<file path="src/rtl/branch_pkg.sv">
// Shared definitions for the fetch-side branch/PC logic: control-transfer
// codes, the reset PC default and the sequential fetch increment.
package branch_pkg;

  // D-stage control-transfer code; values 11-15 are unused and behave as BrNone.
  typedef enum logic [3:0] {
    BrNone = 4'd0,
    BrBeq  = 4'd1,
    BrBne  = 4'd2,
    BrBlez = 4'd3,
    BrBgtz = 4'd4,
    BrBltz = 4'd5,
    BrBgez = 4'd6,
    BrJ    = 4'd7,
    BrJal  = 4'd8,
    BrJr   = 4'd9,
    BrJalr = 4'd10
  } br_type_e;

  localparam logic [31:0] RESET_PC_DEFAULT = 32'h0000_3000;
  localparam logic [31:0] PC_INC           = 32'd4;

  // Conditional branches BEQ..BGEZ (the ones that consult the compare flags).
  function automatic logic is_cond_branch(input logic [3:0] bt);
    return (bt >= 4'(BrBeq)) && (bt <= 4'(BrBgez));
  endfunction

  // Register-indirect jumps, whose target comes straight from rs.
  function automatic logic is_reg_jump(input logic [3:0] bt);
    return (bt == 4'(BrJr)) || (bt == 4'(BrJalr));
  endfunction

endpackage

</file>
<file path="src/rtl/branch_target_gen.sv">
// Purely combinational resolution of a D-stage control transfer: decides
// whether it is taken and which address fetch should be redirected to.
// Also produces the link address (pc_d + 8, past the delay slot).
module branch_target_gen
  import branch_pkg::*;
#(
  parameter int unsigned PC_WIDTH = 32
) (
  input  logic [3:0]          br_type,
  input  logic                zero,
  input  logic                gez,
  input  logic                gz,
  input  logic                lez,
  input  logic                lz,
  input  logic [PC_WIDTH-1:0] pc_d,
  input  logic [15:0]         imm16,
  input  logic [25:0]         idx26,
  input  logic [PC_WIDTH-1:0] rs_val,
  output logic                taken,
  output logic [PC_WIDTH-1:0] target,
  output logic [PC_WIDTH-1:0] link_pc
);

  logic [PC_WIDTH-1:0] pc_plus4;
  logic [PC_WIDTH-1:0] br_target;
  logic [PC_WIDTH-1:0] j_target;

  // Candidate targets, all in wrap-around arithmetic.
  always_comb begin
    pc_plus4  = pc_d + PC_WIDTH'(PC_INC);
    br_target = pc_plus4 + {{(PC_WIDTH - 18){imm16[15]}}, imm16, 2'b00};
    // Jumps stay inside the 256 MB region of the delay-slot instruction.
    j_target  = {pc_plus4[PC_WIDTH-1:28], idx26, 2'b00};
    link_pc   = pc_d + PC_WIDTH'(2 * PC_INC);
  end

  // Taken decision and target mux per control-transfer code.
  always_comb begin
    taken  = 1'b0;
    target = pc_plus4;
    unique case (br_type)
      BrBeq:  begin taken = zero;  target = br_target; end
      BrBne:  begin taken = !zero; target = br_target; end
      BrBlez: begin taken = lez;   target = br_target; end
      BrBgtz: begin taken = gz;    target = br_target; end
      BrBltz: begin taken = lz;    target = br_target; end
      BrBgez: begin taken = gez;   target = br_target; end
      BrJ,
      BrJal:  begin taken = 1'b1;  target = j_target;  end
      BrJr,
      BrJalr: begin taken = 1'b1;  target = rs_val;    end
      default: begin taken = 1'b0; target = pc_plus4;  end
    endcase
  end

endmodule

</file>
<file path="src/rtl/branch_pc_unit.sv">
// Fetch-stage PC owner. Resolves the D-stage control transfer via
// branch_target_gen and redirects fetch one cycle later (the instruction
// already in F is the delay slot). Flags misaligned jr/jalr targets.
// Optional BRANCH_STATS_EN adds br_count/taken_count for conditional branches.
module branch_pc_unit
  import branch_pkg::*;
#(
  parameter int unsigned         PC_WIDTH = 32,
  parameter logic [PC_WIDTH-1:0] RESET_PC = PC_WIDTH'(RESET_PC_DEFAULT)
) (
  input  logic                clk,
  input  logic                reset,
  input  logic                stall,
  input  logic [3:0]          br_type,
  input  logic                zero,
  input  logic                gez,
  input  logic                gz,
  input  logic                lez,
  input  logic                lz,
  input  logic [PC_WIDTH-1:0] pc_d,
  input  logic [15:0]         imm16,
  input  logic [25:0]         idx26,
  input  logic [PC_WIDTH-1:0] rs_val,
  output logic [PC_WIDTH-1:0] pc_f,
  output logic                taken,
  output logic [PC_WIDTH-1:0] link_pc,
  output logic                jr_misalign
`ifdef BRANCH_STATS_EN
  ,
  output logic [31:0]         br_count,
  output logic [31:0]         taken_count
`endif
);

  logic [PC_WIDTH-1:0] target;
  logic [PC_WIDTH-1:0] pc_f_q, pc_f_d;
  logic                jr_misalign_q, jr_misalign_d;

  branch_target_gen #(
    .PC_WIDTH (PC_WIDTH)
  ) u_target_gen (
    .br_type (br_type),
    .zero    (zero),
    .gez     (gez),
    .gz      (gz),
    .lez     (lez),
    .lz      (lz),
    .pc_d    (pc_d),
    .imm16   (imm16),
    .idx26   (idx26),
    .rs_val  (rs_val),
    .taken   (taken),
    .target  (target),
    .link_pc (link_pc)
  );

  // Next PC and misalign flag; a stall freezes both, and a stalled taken
  // transfer simply re-resolves next cycle because D holds too.
  always_comb begin
    pc_f_d        = pc_f_q;
    jr_misalign_d = jr_misalign_q;
    if (!stall) begin
      pc_f_d        = taken ? target : (pc_f_q + PC_WIDTH'(PC_INC));
      // The misaligned target is still loaded; the flag lets the core trap.
      jr_misalign_d = taken && is_reg_jump(br_type) && (rs_val[1:0] != 2'b00);
    end
  end

  // PC and misalign state, async reset.
  always_ff @(posedge clk or posedge reset) begin
    if (reset) begin
      pc_f_q        <= RESET_PC;
      jr_misalign_q <= 1'b0;
    end else begin
      pc_f_q        <= pc_f_d;
      jr_misalign_q <= jr_misalign_d;
    end
  end

  assign pc_f        = pc_f_q;
  assign jr_misalign = jr_misalign_q;

`ifdef BRANCH_STATS_EN
  logic [31:0] br_count_q, br_count_d;
  logic [31:0] taken_count_q, taken_count_d;

  // Only conditional branches are counted; jumps are always taken and uninteresting.
  always_comb begin
    br_count_d    = br_count_q;
    taken_count_d = taken_count_q;
    if (!stall && is_cond_branch(br_type)) begin
      br_count_d = br_count_q + 32'd1;
      if (taken) begin
        taken_count_d = taken_count_q + 32'd1;
      end
    end
  end

  // Statistics counters, wrapping modulo 2^32.
  always_ff @(posedge clk or posedge reset) begin
    if (reset) begin
      br_count_q    <= 32'd0;
      taken_count_q <= 32'd0;
    end else begin
      br_count_q    <= br_count_d;
      taken_count_q <= taken_count_d;
    end
  end

  assign br_count    = br_count_q;
  assign taken_count = taken_count_q;
`endif

endmodule

</file>
<file path="config.mk">
export PLATFORM = sky130hd
export DESIGN_NAME = branch_pc_unit
export DESIGN_NICKNAME = d
export VERILOG_FILES = /design/src/rtl/branch_pkg.sv /design/src/rtl/branch_target_gen.sv /design/src/rtl/branch_pc_unit.sv
export SDC_FILE = /design/constraint.sdc
export NUM_CORES = 1
export LEC_CHECK = 0
export CAP_MARGIN = 20
export CORE_MARGIN = 1
export CORE_UTILIZATION = 30
export DETAILED_ROUTE_END_ITERATION = 8
export PLACE_DENSITY_LB_ADDON = 0.1
export SYNTH_ARGS = -nofsm -noshare
export SYNTH_HDL_FRONTEND = slang
export SYNTH_SLANG_ARGS = --single-unit
</file>
<file path="constraint.sdc">
create_clock -name clk -period 3.85 [get_ports clk]
set_input_delay 0.5775 -clock clk [delete_from_list [all_inputs] [get_ports clk]]
set_output_delay 0.5775 -clock clk [all_outputs]
set_load 0.05 [all_outputs]
</file>
* Word-level counts from Yosys, hierarchy flattened *
Index checks and enable logic that the tools add are counted.

storage, ports and cells
  input port bits = 118
  flip-flop bits (word level) = 33
  output and inout bits = 66

cells by class
  add/sub/neg operators = 4
  equality and inequality tests = 10
  mux-type cells = 3
  reductions and logical operators = 9

operators with widths
  kind                                                             count
  32-bit one-hot mux with 3 select lines                           1
  32-bit by 3-bit adder with 32-bit output, second input constant  2
  32-bit adder                                                     1
  32-bit by 4-bit adder with 32-bit output, second input constant  1
  32-bit two-way mux                                               1
  4-bit by 3-bit == test with 1-bit output, second input constant  4
  4-bit == test, second input constant                             3
  4-bit by 2-bit == test with 1-bit output, second input constant  2
  1-bit one-hot mux with 7 select lines                            1
  6-bit OR reduction                                               1
  4-bit by 1-bit == test with 1-bit output, second input constant  1
  2-bit OR reduction                                               2
  4-bit OR reduction                                               1
  1-bit logical AND                                                2
  2-bit nonzero test                                               1
  1-bit logical NOT                                                1
  1-bit logical OR                                                 1

* Logic depth before layout (Yosys ltp) *
  word-level depth = 5
  mapped depth = 17
  depth with buffers taken out = 16

* Hierarchy *
From an unflattened synthesis, not the netlist that was laid out.

unflattened totals
  cell total of the unflattened synthesis = 767
  area, all modules = 5,571.6 um^2

by module, submodules not included
  module             sequential area each (um^2)  cells an instance  area an instance (um^2)  instances
  branch_target_gen  0.0                          524                3,509.6                  1
  branch_pc_unit     828.3                        243                2,062.0                  1

* Worst setup path after synthesis *
Ideal clock, no wire load.

  path type = input to register
  from = input pc_d[5]
  to = register pc_f_q[31], in the netlist pc_f[31]
  data arrival time = 3,873 ps
  cell stages on the path = 17
  required time = 3,724 ps
  slack = -149 ps
  setup time = 126 ps
  buffers on the path = 2
  cells stage by stage = buf_4 > and3_1 > and3_2 > nand3_1 > nor3_1 > nand3_1 > xnor2_1 > ha_1 > clkbuf_1 > nand4_1 > clkinv_1 > a221oi_1 > a21oi_1 > o32ai_2 > xnor2_1 > a311oi_1 > o32a_1

on the way
  word-level cells in the longest chain between the ends = 4

RTL lines
  what                                        line                     RTL
  from (decl)                                 branch_pc_unit.sv:20     input logic [PC_WIDTH-1:0] pc_d,
  32-bit by 3-bit adder with 32-bit output *  branch_target_gen.sv:30  pc_plus4 = pc_d + PC_WIDTH'(PC_INC);
  32-bit adder                                branch_target_gen.sv:31  br_target = pc_plus4 + {{(PC_WIDTH - 18){imm16[15]}}, imm16, 2'b00};
  32-bit one-hot mux with 3 select lines *    branch_target_gen.sv:41  unique case (br_type)
  32-bit two-way mux *                        branch_pc_unit.sv:63     pc_f_d = taken ? target : (pc_f_q + PC_WIDTH'(PC_INC));
  to (signal assigned)                        branch_pc_unit.sv:75     pc_f_q <= pc_f_d;
  to (decl)                                   branch_pc_unit.sv:36     logic [PC_WIDTH-1:0] pc_f_q, pc_f_d;

Every way passes the cells marked *; elsewhere a longest branch is shown, timed or not.
A chain may end at the register's enable or synchronous reset.

* Final worst setup path *
  from = input pc_d[8]
  to = register pc_f_q[30], in the netlist pc_f[30]

The elaborated chain is that of the path after synthesis.

==> metrics.md <==
| Metric | Value |
|---|---|
| Fin worst setup slack | 0.147 ns |
| HP Class | register to register |
| Reg2Reg Setup Slack | 1.18 ns |
| Terminating pin of the worst hold path | jr_misalign |
| Finished Cell Area | 8740 µm² |
| FMAX | 270 MHz |
| Critical path arrival | 3.92 ns |
| Total number of vias | 6,339 |
| Place WS | -0.336 ns |
| Vias in the first global route | 6,189 |
| Final Slew Violations | 0 |
| Num rows | 47 |
| Worst hold slack | 0.503 ns |
| CTS Hold Bufs | 0 |
| I/O Pins | 184 |
| Clock sink count | 33 |
| Worst skew pair latency | 0.29 ns |
| Slowest CP cell | clkdlybuf4s50_1 |
| Clock Power Share | 0.178 |
| Total Routing Usage GR | 0.222 |
| Die height | 132 µm |
| Die Wd | 132 µm |
| Initial Util | 0.306 |
| Count leader, synth | a21oi_1 |
| Post-DP Area | 8200 µm² |
| Internal power | 1.47 mW |
| Global-route wire length before repair | 31,500 µm |
| Max Cap Viol | 0 |
| Distinct cells, synth | 70 |
| Part of the power in combinational logic | 0.613 |
| Worst path max stage delay | 0.48 ns |
| Final-layout fill cell count | 1,589 |
| Synth warn | 0 |
| Slew @ Worst Pin | 0.834 ns |
| Number of synthesized flops with an enable pin | 0 |
| Drt total wl | 19,800 µm |
| Startpoint types | primary input |
| Asr flop ratio synth | 1.00 |
| Post-layout min period | 3.70 ns |
| Relative slew slack | 0.444 |
| TritonCTS Buffers | 5 |
| Hold path cells | 2 |
| Largest net degree at the start of global routing | 47 |
| Antenna cell count | 0 |
| Post-synth top cells | a21oi_1 (72), nor2_1 (69), nand2_1 (62), nand3_1 (51), xnor2_1 (46) |
| Clock tree from TritonCTS | built |
| IO Port Bufs | 183 |
| Status | finished clean |
| RSZ-0062 raised after global routing | true |
| Synth area leader | dfrtp_1 |
| Hpwl dp | 15,900 µm |
| CP Cell Sequence | clkdlybuf4s50_1 -> buf_4 -> and3_4 -> buf_4 -> nand4_4 -> xnor2_4 -> ha_4 -> a21oi_2 -> a311o_1 -> a21oi_4 -> nor4_4 -> nor3_2 -> o31a_1 -> or3_1 -> a21oi_2 |
| Main synth FF type | dfrtp_1 |
| Top cells by area, synth | dfrtp_1 (15%), ha_1 (8.9%), xnor2_1 (8.0%), a21oi_1 (7.1%), xor2_1 (5.7%) |
| Clk slew on worst S/H paths | 0.05 ns |
| Initial drt markers | 479 |
| Area Overhead vs Synth | 73.1% |
| Sequential area share after synthesis | 0.164 |
| Net Switching | 1.23 mW |
| Synthesized instance count | 700 |
| Power Density | 309 nW/µm² |
| Critical setup path kind | primary input to register |
| Syn Area/Cell | 7.22 µm² |
| Worst r2r path cells | 9 |
| Sw frac | 0.456 |
| Crit path max fanout | 4 |
| Drt pass-1 iters | 5 |
| Endpoint type of the worst setup path | register |
| Layout cells sized above 1 | 0.242 |
| Synth Cell Area | 5050 µm² |
| Flop pwr share | 0.209 |
| Fin nets | 1,144 |
| Post-Syn Nets | 855 |
| Setup violators final | 0 |
| Antenna-violating nets left | 0 |
| Final hold vios | 0 |
| Static Leak | 3.56 nW |
| Root Driver | clkbuf_16 |
| Clock buffer depth | 2 |
| Worst EP required | 4.07 ns |
| Drt drc | 0 |
| Maximum vdd drop | 0.000221 V |
| Die ar. | 17,400 µm² |
| Clock skew | 0.00486 ns |
| Top cell type's share of synthesized area | 0.154 |
| Period utilization | 0.962 |
| Seq cells post-synth | 33 |
| Gp weighted congestion | 0.870 |
| Vias per Instance | 5.24 |
| Initial antenna violation count | 0 |
| Hold Path Origin | jr_misalign |
| Overflow after GRT | 0 |
| Mean routed wirelength per cell | 16.4 µm |
| Core Region | 16,500 µm² |
| Worst reg2reg path endpoint | pc_f[30] |
| CTS H-tree depth | 2 |
| Critical R2R Launch | pc_f[2] |
==> sequential cells by signal, summed over array words and instances (netlist names) <==
name,cells
jr_misalign,1
pc_f,32
==> what timing repair did <==
action / in CTS / in global routing
buffers inserted: 0 / 2
resized for setup: 4 / 73
hold endpoints to repair: 0 / 0
pin swaps: 2 / 41
endpoints found under the setup margin: 2 / 12
==> stage by stage <==
stage               instances  utilization  power, mW  TNS [ns]
floorplan                 700            -       1.46         0
global placement         1200        0.496       2.14     -1.63
detailed placement       1200        0.496       2.16     -2.41
CTS                      1208        0.508       2.65   -0.0158
global route             1210        0.529       2.85   -0.0198
finish                   1210        0.529       2.70         0
==> layer usage <==
metal  wire [µm]  GRT usage
met1        9350      0.305
met4         225     0.0446
met2        9370      0.377
met3         876     0.0215
met5           0          0
==> worst max-delay path by stage <==
stage | from | endpoint | cells after the start
final | pc_d[8] | pc_f[30] | 15
after global routing | pc_d[8] | pc_f[31] | 17
after CTS | pc_d[6] | pc_f[31] | 17
after detailed placement | pc_d[6] | pc_f[31] | 17
after global placement | pc_d[5] | pc_f[31] | 16
after floorplan | pc_d[5] | pc_f[31] | 17
==> worst max-delay path: cells and delay by family <==
kind                     cells  cell delay [ns]
buffers and inverters        3             0.72
adder cells (fa/ha/maj)      1             0.24
XOR/XNOR                     1             0.27
AND/OR/NAND/NOR              5             1.14
AO/OA/AOI/OAI                5             0.96
==> logic make-up (layout without fill, tap and decap cells) <==
group,Yosys count,after routing,synth area share
AO/OA/AOI/OAI,219,219,0.285
XOR/XNOR,79,79,0.137
adder cells (fa/ha/maj),37,37,0.0931
buffers and inverters,57,347,0.0473
flip-flops,33,33,0.164
multiplexers,1,1,0.00198
AND/OR/NAND/NOR,274,274,0.272
==> area by class of cell <==
type                    count  area (µm²)  share of cell area
clock buffers               7         143              0.0163
flip-flops and latches     33         828              0.0947
repair buffers            320        3040               0.348
multi-input cells         610        4350               0.498
inverters                  19        71.3             0.00816
clock inverters             1        30.0             0.00343
well taps                 220         275              0.0315
==> power by group through the flow <==
stage / registers [mW] / clock network, mW / logic [mW]
2_1_floorplan: 0.849 / 0 / 0.610
3_3_place_gp: 0.561 / 0 / 1.58
3_5_place_dp: 0.565 / 0 / 1.59
4_1_cts: 0.559 / 0.485 / 1.60
5_1_grt: 0.582 / 0.501 / 1.76
6_report: 0.565 / 0.480 / 1.65
==> layout by cell type (no fill, tap or decap), types with 4 or more instances in the layout <==
cell / instances
o21ai_1: 12
nor3_1: 12
nand2b_1: 4
clkbuf_16: 5
o221ai_1: 4
dlymetal6s2s_1: 8
ha_4: 5
or3_1: 4
nand3_2: 8
a221oi_1: 21
a21oi_1: 59
a222oi_1: 6
o21bai_1: 5
nor2_1: 64
ha_1: 28
nor3_2: 4
dfrtp_1: 31
xnor2_2: 5
nand3_1: 45
xnor2_1: 40
a21o_1: 9
o22a_1: 4
nand4_1: 24
buf_4: 140
buf_12: 17
clkdlybuf4s50_1: 154
and2_1: 5
xor2_1: 31
and3_1: 7
a31oi_1: 7
o22ai_1: 5
o21a_1: 4
o211ai_1: 4
o21ai_0: 35
nor2b_1: 5
nand2_1: 60
inv_1: 17
a21oi_2: 13
Note: power is estimated with default switching activity, not from simulation.
